--- config.mk ---
export PLATFORM = sky130hd
export DESIGN_NAME = seq_serializer_flat
export DESIGN_NICKNAME = d
export VERILOG_FILES = /design/src/rtl/seq_serializer_if.sv /design/src/rtl/seq_serializer.sv /design/src/flat_wrapper.sv
export SDC_FILE = /design/constraint.sdc
export NUM_CORES = 1
export LEC_CHECK = 0
export CAP_MARGIN = 40
export CORE_AREA = 8 8 63 65
export CTS_CLUSTER_SIZE = 20
export DETAILED_ROUTE_END_ITERATION = 16
export DIE_AREA = 0 0 71 73
export HOLD_SLACK_MARGIN = 0.15
export PLACE_DENSITY_LB_ADDON = 0.08
export REMOVE_ABC_BUFFERS = 1
export SLEW_MARGIN = 20
export SYNTH_ARGS = -nofsm -noshare
export SYNTH_HDL_FRONTEND = slang
export SYNTH_SLANG_ARGS = --single-unit
--- constraint.sdc ---
create_clock -name clk_i -period 2.4 [get_ports clk_i]
set_clock_uncertainty 0.15 [all_clocks]
set_input_delay 0.36 -clock clk_i [delete_from_list [all_inputs] [get_ports clk_i]]
set_output_delay 0.36 -clock clk_i [all_outputs]
set_load 0.05 [all_outputs]
--- src/rtl/seq_serializer_if.sv ---
// Handshake and serial-stream bundle between a word producer and seq_serializer.
interface seq_serializer_if #(
  parameter int WIDTH = 8
);
  logic [WIDTH-1:0] data_in;
  logic             msb_first;
  logic             load_valid;
  logic             load_ready;
  logic             shift_en;
  logic             ser_out;
  logic             ser_valid;
  logic             word_done;
  logic             busy;

  modport master (
    output data_in, msb_first, load_valid, shift_en,
    input  load_ready, ser_out, ser_valid, word_done, busy
  );

  modport slave (
    input  data_in, msb_first, load_valid, shift_en,
    output load_ready, ser_out, ser_valid, word_done, busy
  );
endinterface

--- src/rtl/seq_serializer.sv ---
// Parallel-to-serial front end: shifter plus one holding register, one bit per clock,
// back-to-back words stream with no idle bit between them.
module seq_serializer #(
  parameter int WIDTH = 8
) (
  input logic             clk_i,
  input logic             rst_ni,
  seq_serializer_if.slave bus
);

  localparam int CW = (WIDTH > 1) ? $clog2(WIDTH) : 1;
  localparam logic [CW-1:0] LastCount = CW'(WIDTH - 1);

  typedef enum logic {
    Idle,
    Shift
  } state_e;

  state_e           state_q, state_d;
  logic [WIDTH-1:0] shifter_q, shifter_d;
  logic [WIDTH-1:0] holdData_q, holdData_d;
  logic             holdFull_q, holdFull_d;
  logic [CW-1:0]    count_q, count_d;

  logic [WIDTH-1:0] loadWord;
  logic             handshake;
  logic             lastBit;
  logic             serValid;

  // Words are normalised to LSB-first on capture, so the bit order needs no storage
  // and the shifter is always read at the bit counter.
  always_comb begin
    loadWord = '0;
    for (int i = 0; i < WIDTH; i++) begin
      loadWord[i] = bus.msb_first ? bus.data_in[WIDTH-1-i] : bus.data_in[i];
    end
  end

  assign handshake = bus.load_valid & ~holdFull_q;
  assign serValid  = (state_q == Shift);
  assign lastBit   = serValid && (count_q == LastCount);

  assign bus.load_ready = ~holdFull_q;
  assign bus.ser_valid  = serValid;
  assign bus.ser_out    = serValid & shifter_q[count_q];
  assign bus.word_done  = lastBit;
  assign bus.busy       = serValid | holdFull_q;

  always_comb begin
    state_d    = state_q;
    shifter_d  = shifter_q;
    holdData_d = holdData_q;
    holdFull_d = holdFull_q;
    count_d    = count_q;

    case (state_q)
      Idle: begin
        if (handshake) begin
          shifter_d = loadWord;
          count_d   = '0;
          state_d   = Shift;
        end
      end

      Shift: begin
        if (bus.shift_en && lastBit) begin
          count_d = '0;
          if (holdFull_q) begin
            shifter_d  = holdData_q;
            holdFull_d = 1'b0;
          end else if (handshake) begin
            shifter_d = loadWord;
          end else begin
            state_d = Idle;
          end
        end else begin
          if (bus.shift_en) begin
            count_d = count_q + CW'(1);
          end
          // A stalled last bit is not an end-of-word edge, so the word parks in the hold register.
          if (handshake) begin
            holdData_d = loadWord;
            holdFull_d = 1'b1;
          end
        end
      end
    endcase
  end

  always_ff @(posedge clk_i or negedge rst_ni) begin
    if (!rst_ni) begin
      state_q    <= Idle;
      shifter_q  <= '0;
      holdData_q <= '0;
      holdFull_q <= 1'b0;
      count_q    <= '0;
    end else begin
      state_q    <= state_d;
      shifter_q  <= shifter_d;
      holdData_q <= holdData_d;
      holdFull_q <= holdFull_d;
      count_q    <= count_d;
    end
  end

endmodule

--- src/flat_wrapper.sv ---
// flat-port wrapper written by rule: the top's interface ports become plain ports
module seq_serializer_flat 
#(
  parameter int WIDTH = 8
)
  (clk_i, rst_ni, bus_data_in, bus_msb_first, bus_load_valid, bus_shift_en, bus_load_ready, bus_ser_out, bus_ser_valid, bus_word_done, bus_busy);
  seq_serializer_if #(.WIDTH(WIDTH)) bus_i ();
  input logic clk_i;
  input logic rst_ni;
  input wire logic [$bits(bus_i.data_in)-1:0] bus_data_in;
  input wire logic [$bits(bus_i.msb_first)-1:0] bus_msb_first;
  input wire logic [$bits(bus_i.load_valid)-1:0] bus_load_valid;
  input wire logic [$bits(bus_i.shift_en)-1:0] bus_shift_en;
  output wire logic [$bits(bus_i.load_ready)-1:0] bus_load_ready;
  output wire logic [$bits(bus_i.ser_out)-1:0] bus_ser_out;
  output wire logic [$bits(bus_i.ser_valid)-1:0] bus_ser_valid;
  output wire logic [$bits(bus_i.word_done)-1:0] bus_word_done;
  output wire logic [$bits(bus_i.busy)-1:0] bus_busy;
  assign bus_i.data_in = bus_data_in;
  assign bus_i.msb_first = bus_msb_first;
  assign bus_i.load_valid = bus_load_valid;
  assign bus_i.shift_en = bus_shift_en;
  assign bus_load_ready = bus_i.load_ready;
  assign bus_ser_out = bus_i.ser_out;
  assign bus_ser_valid = bus_i.ser_valid;
  assign bus_word_done = bus_i.word_done;
  assign bus_busy = bus_i.busy;
  seq_serializer #(.WIDTH(WIDTH)) u_core (.clk_i(clk_i), .rst_ni(rst_ni), .bus(bus_i));
endmodule
==> results of run 1 <==
## final cells by class
| cell class | count | area share [%] |
|---|---|---|
| Timing Repair Buffer | 19 | 14.8 |
| Inverter | 2 | 0.545 |
| Tap cell | 33 | 3.00 |
| Clock inverter | 1 | 0.363 |
| Sequential cell | 21 | 38.1 |
| Multi-Input combinational cell | 68 | 41.5 |
| Clock buffer | 3 | 1.63 |
## cell usage in the layout, fill, tap and decap left out, types with 2 or more instances in the layout
cell             synthesis  final
a2bb2oi_1                8      8
nor2b_1                  4      4
o22ai_1                  6      6
nand2_1                  3      3
ha_1                     2      2
inv_1                    2      2
o31ai_1                  2      2
clkdlybuf4s50_1          0     14
clkbuf_4                 0      3
buf_12                   0      2
mux2i_1                  3      3
buf_4                    0      2
dfrtp_1                 21     21
o21ai_0                  5      5
mux2_2                  13     13
and3b_1                  2      2
a21oi_1                  5      5
## through the flow
step	cells	hold WS [ps]	util, %	power [mW]
after floorplan	91	-85.6	-	1.03
after global placement	143	343	45.8	1.26
after detailed placement	143	346	45.8	1.27
after CTS	147	226	46.7	1.44
after global routing	147	239	46.7	1.53
final	147	233	46.7	1.42
## registers in the layout, summed over array words and instances, names as in the netlist
register,flops
u_core.count_q,3
u_core.holdFull_q,1
u_core.bus.ser_valid,1
u_core.shifter_q,8
u_core.holdData_q,8
## metal layers
layer | GRT usage (%) | vias to the layer above | wire length (um)
li1 | - | 400 | -
met1 | 11.3 | 402 | 1070
met2 | 18.5 | 16 | 1250
met3 | 2.88 | 2 | 133
met4 | 4.16 | 0 | 15
met5 | 0 | - | 0
## power by group
group	total, mW	internal (mW)	switching [mW]
clock network	0.168	0.0621	0.106
logic	0.624	0.345	0.279
registers	0.632	0.512	0.120
total	1.42	0.919	0.505
## logic make-up after synthesis
logic type | share of synthesized area (%)
buffers and inverters | 3.41
and+or+nand+nor | 10.2
DFF | 46.3
AOI/OAI and AO/OA | 20.4
adders and majority gates | 2.20
muxes | 17.5
## path summary, 6_finish.rpt
check,startpoint,to,slack [ps]
max in group asynchronous,rst_ni,u_core.holdData_q[3],1650
worst max register to register,u_core.count_q[0],u_core.holdData_q[5],360
min in group clk_i,u_core.holdData_q[1],u_core.holdData_q[1],370
worst max-delay path,u_core.bus.ser_valid,bus_ser_valid,120
worst min-delay path,rst_ni,u_core.count_q[2],230
worst min register to register,u_core.holdData_q[1],u_core.holdData_q[1],370
==> reports/results.ini, run 1 <==
[worst_setup_path]
crit_slowest_cell = clkdlybuf4s50_1
worstPathMaxFanout = 15
critPathKind = reg2out
critPathRequiredTime_ps = 1890
crit_cells = 1
end_kind = output port
crit_chain = clkdlybuf4s50_1
critical_path.top_delay_family = buffers and inverters
startpoint_type = flop
critPathBufInv = 1
worstPathArrival_ps = 1770
cp_slowest_stage_delay_ps = 880
rr_worst_depth = 5

[synth]
synth-seq-area-share_pct = 46.3
yosys_warnings = 0
synthArstFlopShare_pct = 100
synth_edf_count = 0
synth_area_um2 = 1140
ys.flop_type = dfrtp_1
yosysTopAreaCellShare_pct = 46.3
synth_cell_type_count = 31
synthCells = 95
synth_most_common_cell = dfrtp_1
synth_seq_cells = 21
synthTopCellsByCount = dfrtp_1 (21), mux2_2 (13), a2bb2oi_1 (8)
synth_top_area_cell = dfrtp_1
syn_area_per_cell_um2 = 12.0
ys_top_cells_by_area = dfrtp_1 (46%), mux2_2 (13%), a2bb2oi_1 (6.2%)

[sta]
tns_ps = 0
fin_crit_ps = 2280
setup_viol = 0
rsz0062_at_grt = false
post-route-period-util_pct = 95.0
max_freq_mhz = 439
finalHoldViolCount = 0
tightest_slew_ps = 496
setup_slack_ps = 120
max_slew_margin_pct = 66.8
slew_violations = 0

[die]
die_y_um = 73
die_area_um2 = 5180
start_util_pct = 38.5
ios = 18
fp.dieW_um = 71
num_rows = 20
core_um2 = 2950

[flow_run]
maxCapViolations = 0

[final_layout]
fill_cells = 296
drive_gt1_share_pct = 23.7
diodes = 0
design_area_um2 = 1380
layout.nets = 130
final-seq-area_um2 = 526
multi_input_area_um2 = 572
area_delta_synth_final_pct = 21.3

[drt]
drtAntennaViolNets = 0
drc = 0
drtIter0Drc = 52
totalWireLength_mm = 2.47
wire_per_inst_um = 16.8
vias = 820
vias_per_cell = 5.58
drt_first_pass_iters = 4

[clock_network]
cts.sinks = 21
post-cts-setup-buffer-count = 0
ctsHoldBuffers = 0
cts_made_buffers = 3
clk_pin_slew_ps = 110
post_cts_resized = 1
cts-root-buf = clkbuf_4
clk-insertion-delay-late_ps = 300
htree_levels = 1
clk_path_buf_depth = 2
cts_tree = yes

[outcome]
status = completed

[global_route]
first_global_vias = 904
antenna_found_initial = 0
grt_pass1_wl_mm = 4.29
grt_start_max_net_pins = 22
grt_overflow = 0
grt_usage_pct = 10.4

[power]
ir_drop_mv = 0.377
p_leak_nw = 0.577
power.density_nw_per_um2 = 1030

[place]
post-place-ws_ps = 316
gp_congestion = 0.719
place_hpwl_mm = 1.90
port_buffers = 17
dpl_cell_area_um2 = 1350

[hold_path]
hp-class = in2async

No activity file was read; power rests on OpenSTA's default activity.
==> inputs of run 2 (changes only) <==
--- a/config.mk
+++ b/config.mk
@@ -17,3 +17,4 @@
 export SYNTH_ARGS = -nofsm -noshare
 export SYNTH_HDL_FRONTEND = slang
 export SYNTH_SLANG_ARGS = --single-unit
+export TNS_END_PERCENT = 100
==> results of run 2 <==
Final layout, timing and power as in run 1 (identical DEF).
==> inputs of run 3 (changes only) <==
--- a/config.mk
+++ b/config.mk
@@ -11,7 +11,6 @@
 export DETAILED_ROUTE_END_ITERATION = 16
 export DIE_AREA = 0 0 71 73
 export HOLD_SLACK_MARGIN = 0.15
-export PLACE_DENSITY_LB_ADDON = 0.08
 export REMOVE_ABC_BUFFERS = 1
 export SLEW_MARGIN = 20
 export SYNTH_ARGS = -nofsm -noshare
==> reports/results.ini, run 3 (synthesis results as in run 1) <==
[hold_path]
hp-class = in2async  ; unchanged

[global_route]
grt_overflow = 0  ; unchanged
grt_start_max_net_pins = 22  ; unchanged
antenna_found_initial = 0  ; unchanged
first_global_vias = 879  ; was 904
grt_pass1_wl_mm = 4.29  ; unchanged
grt_usage_pct = 10.3  ; was 10.4%

[power]
ir_drop_mv = 0.350  ; was 0.377 mV
clkPwrFrac_pct = 11.6  ; was 11.8%
combPwrFrac_pct = 43.8  ; about the same
p_switching_uw = 495  ; was 505 uW
p_int_uw = 921  ; was 919 uW
seq_power_share_pct = 44.5  ; was 44.4%
power.total_mw = 1.42  ; about the same
p_leak_nw = 0.576  ; was 0.577 nW
power.density_nw_per_um2 = 1030  ; about the same
sw_frac_of_total_pct = 35.0  ; was 35.5%

[final_layout]
drive_gt1_share_pct = 22.8  ; was 23.7%
top_regs = u_core.holdData_q x8, u_core.shifter_q x8, u_core.count_q x3  ; unchanged
final_cell_mix = dfrtp_1 (21), clkdlybuf4s50_1 (14), mux2_2 (13)  ; unchanged
final_cell_count_no_fill = 147  ; unchanged
area_delta_synth_final_pct = 21.5  ; was 21.3%
fin_util_pct = 46.7  ; about the same
final_common_cell = dfrtp_1  ; unchanged
diodes = 0  ; unchanged
layout.nets = 130  ; unchanged

[clock_network]
cts_tree = yes  ; unchanged
post_cts_resized = 0  ; was 1
cts.sinks = 21  ; unchanged
post-cts-setup-buffer-count = 0  ; unchanged
clk-insertion-delay-late_ps = 290  ; was 300 ps
clk_path_buf_depth = 2  ; unchanged
clk_pin_slew_ps = 120  ; was 110 ps
htree_levels = 1  ; unchanged
ctsHoldBuffers = 0  ; unchanged
cts-root-buf = clkbuf_4  ; unchanged
cts_made_buffers = 3  ; unchanged

[die]
start_util_pct = 38.5  ; unchanged
ios = 18  ; unchanged
core_um2 = 2950  ; unchanged
fp.dieW_um = 71  ; unchanged
num_rows = 20  ; unchanged
die_y_um = 73  ; unchanged
die_area_um2 = 5180  ; unchanged

[worst_setup_path]
end_kind = output port  ; unchanged
crit_slowest_cell = clkdlybuf4s50_1  ; unchanged
cp_slowest_stage_delay_ps = 880  ; about the same
crit-reg2reg-launch = u_core.count_q[1]  ; was u_core.count_q[0]
critPathCapture = bus_ser_valid  ; unchanged
critPathKind = reg2out  ; unchanged
r2r_setup_slack_ps = 360  ; about the same
rr_worst_depth = 5  ; unchanged
crit_chain = clkdlybuf4s50_1  ; unchanged
setup.worst_path.start = u_core.bus.ser_valid  ; unchanged
critPathBufInv = 1  ; unchanged
worstPathMaxFanout = 15  ; unchanged
worstPathArrival_ps = 1740  ; was 1770 ps
critPathRequiredTime_ps = 1890  ; about the same
crit_cells = 1  ; unchanged
r2r_end = u_core.holdData_q[2]  ; was u_core.holdData_q[5]
critical_path.top_delay_family = buffers and inverters  ; unchanged
startpoint_type = flop  ; unchanged

[place]
port_buffers = 17  ; unchanged
placed_cells = 143  ; unchanged
gp_congestion = 0.693  ; was 0.719
post-place-ws_ps = 290  ; was 316 ps

[sta]
tns_ps = 0  ; unchanged
fin_crit_ps = 2250  ; was 2280 ps
slew_violations = 0  ; unchanged
finalHoldViolCount = 0  ; unchanged
setup_viol = 0  ; unchanged
max_freq_mhz = 445  ; was 439 MHz
post-route-period-util_pct = 93.6  ; was 95.0%
rsz0062_at_grt = false  ; unchanged
setup_slack_ps = 155  ; was 120 ps
tightest_slew_ps = 508  ; was 496 ps
max_slew_margin_pct = 66.1  ; was 66.8%

[flow_run]
maxCapViolations = 0  ; unchanged

[drt]
totalWireLength_mm = 2.40  ; was 2.47 mm
vias = 824  ; was 820
drc = 0  ; unchanged
wire_per_inst_um = 16.3  ; was 16.8 um
drtIter0Drc = 58  ; was 52
drtAntennaViolNets = 0  ; unchanged
drt_first_pass_iters = 4  ; unchanged
vias_per_cell = 5.61  ; was 5.58

[outcome]
status = completed  ; unchanged

==> run 3: changes by cell type in the layout (fill, tap and decap cells not counted), sizes merged <==
| cell | change |
|---|---|
| dlygate4sd2 | -1 |
| clkbuf | +1 |
| clkinv | -1 |
| dlymetal6s2s | +1 |
==> run 3: final cells by class <==
class	instances	area (um2)
tap	33	41.3
inverter	2	7.51
clock buffer	4	26.3
fill	302	1570
multi-input combinational	68	572
timing repair buffer	19	208
sequential	21	526
==> run 3: metal layers <==
layer	track usage [%]	vias to the layer above	part of all wire, %
met5	0	-	0
met2	16.5	18	45
met4	3.46	0	0.62
met3	2.75	2	5.4
li1	-	403	-
met1	12.9	401	49
==> run 3: worst min path at each step <==
stage,startpoint,endpoint,depth (start not counted)
CTS,rst_ni,u_core.count_q[0],2
global placement,u_core.holdData_q[2],u_core.holdData_q[2],1
global route,rst_ni,u_core.holdFull_q,2
floorplan,rst_ni,u_core.bus.ser_valid,0
detailed placement,u_core.holdData_q[4],u_core.holdData_q[4],1
finish,rst_ni,u_core.holdData_q[5],2
==> run 3: per-stage QoR <==
stage	area (um2)	hold WS, ps
after detailed placement	1350	347
after global placement	1350	342
final	1380	251
after floorplan	1100	-85.6
after global routing	1380	241
after CTS	1380	254
==> run 3: power by group through the flow <==
stage	logic [mW]	registers [mW]	clock network, mW
2_1_floorplan	0.435	0.597	0
3_3_place_gp	0.613	0.633	0
3_5_place_dp	0.625	0.638	0
4_1_cts	0.629	0.632	0.173
5_1_grt	0.687	0.655	0.195
6_report	0.620	0.631	0.165
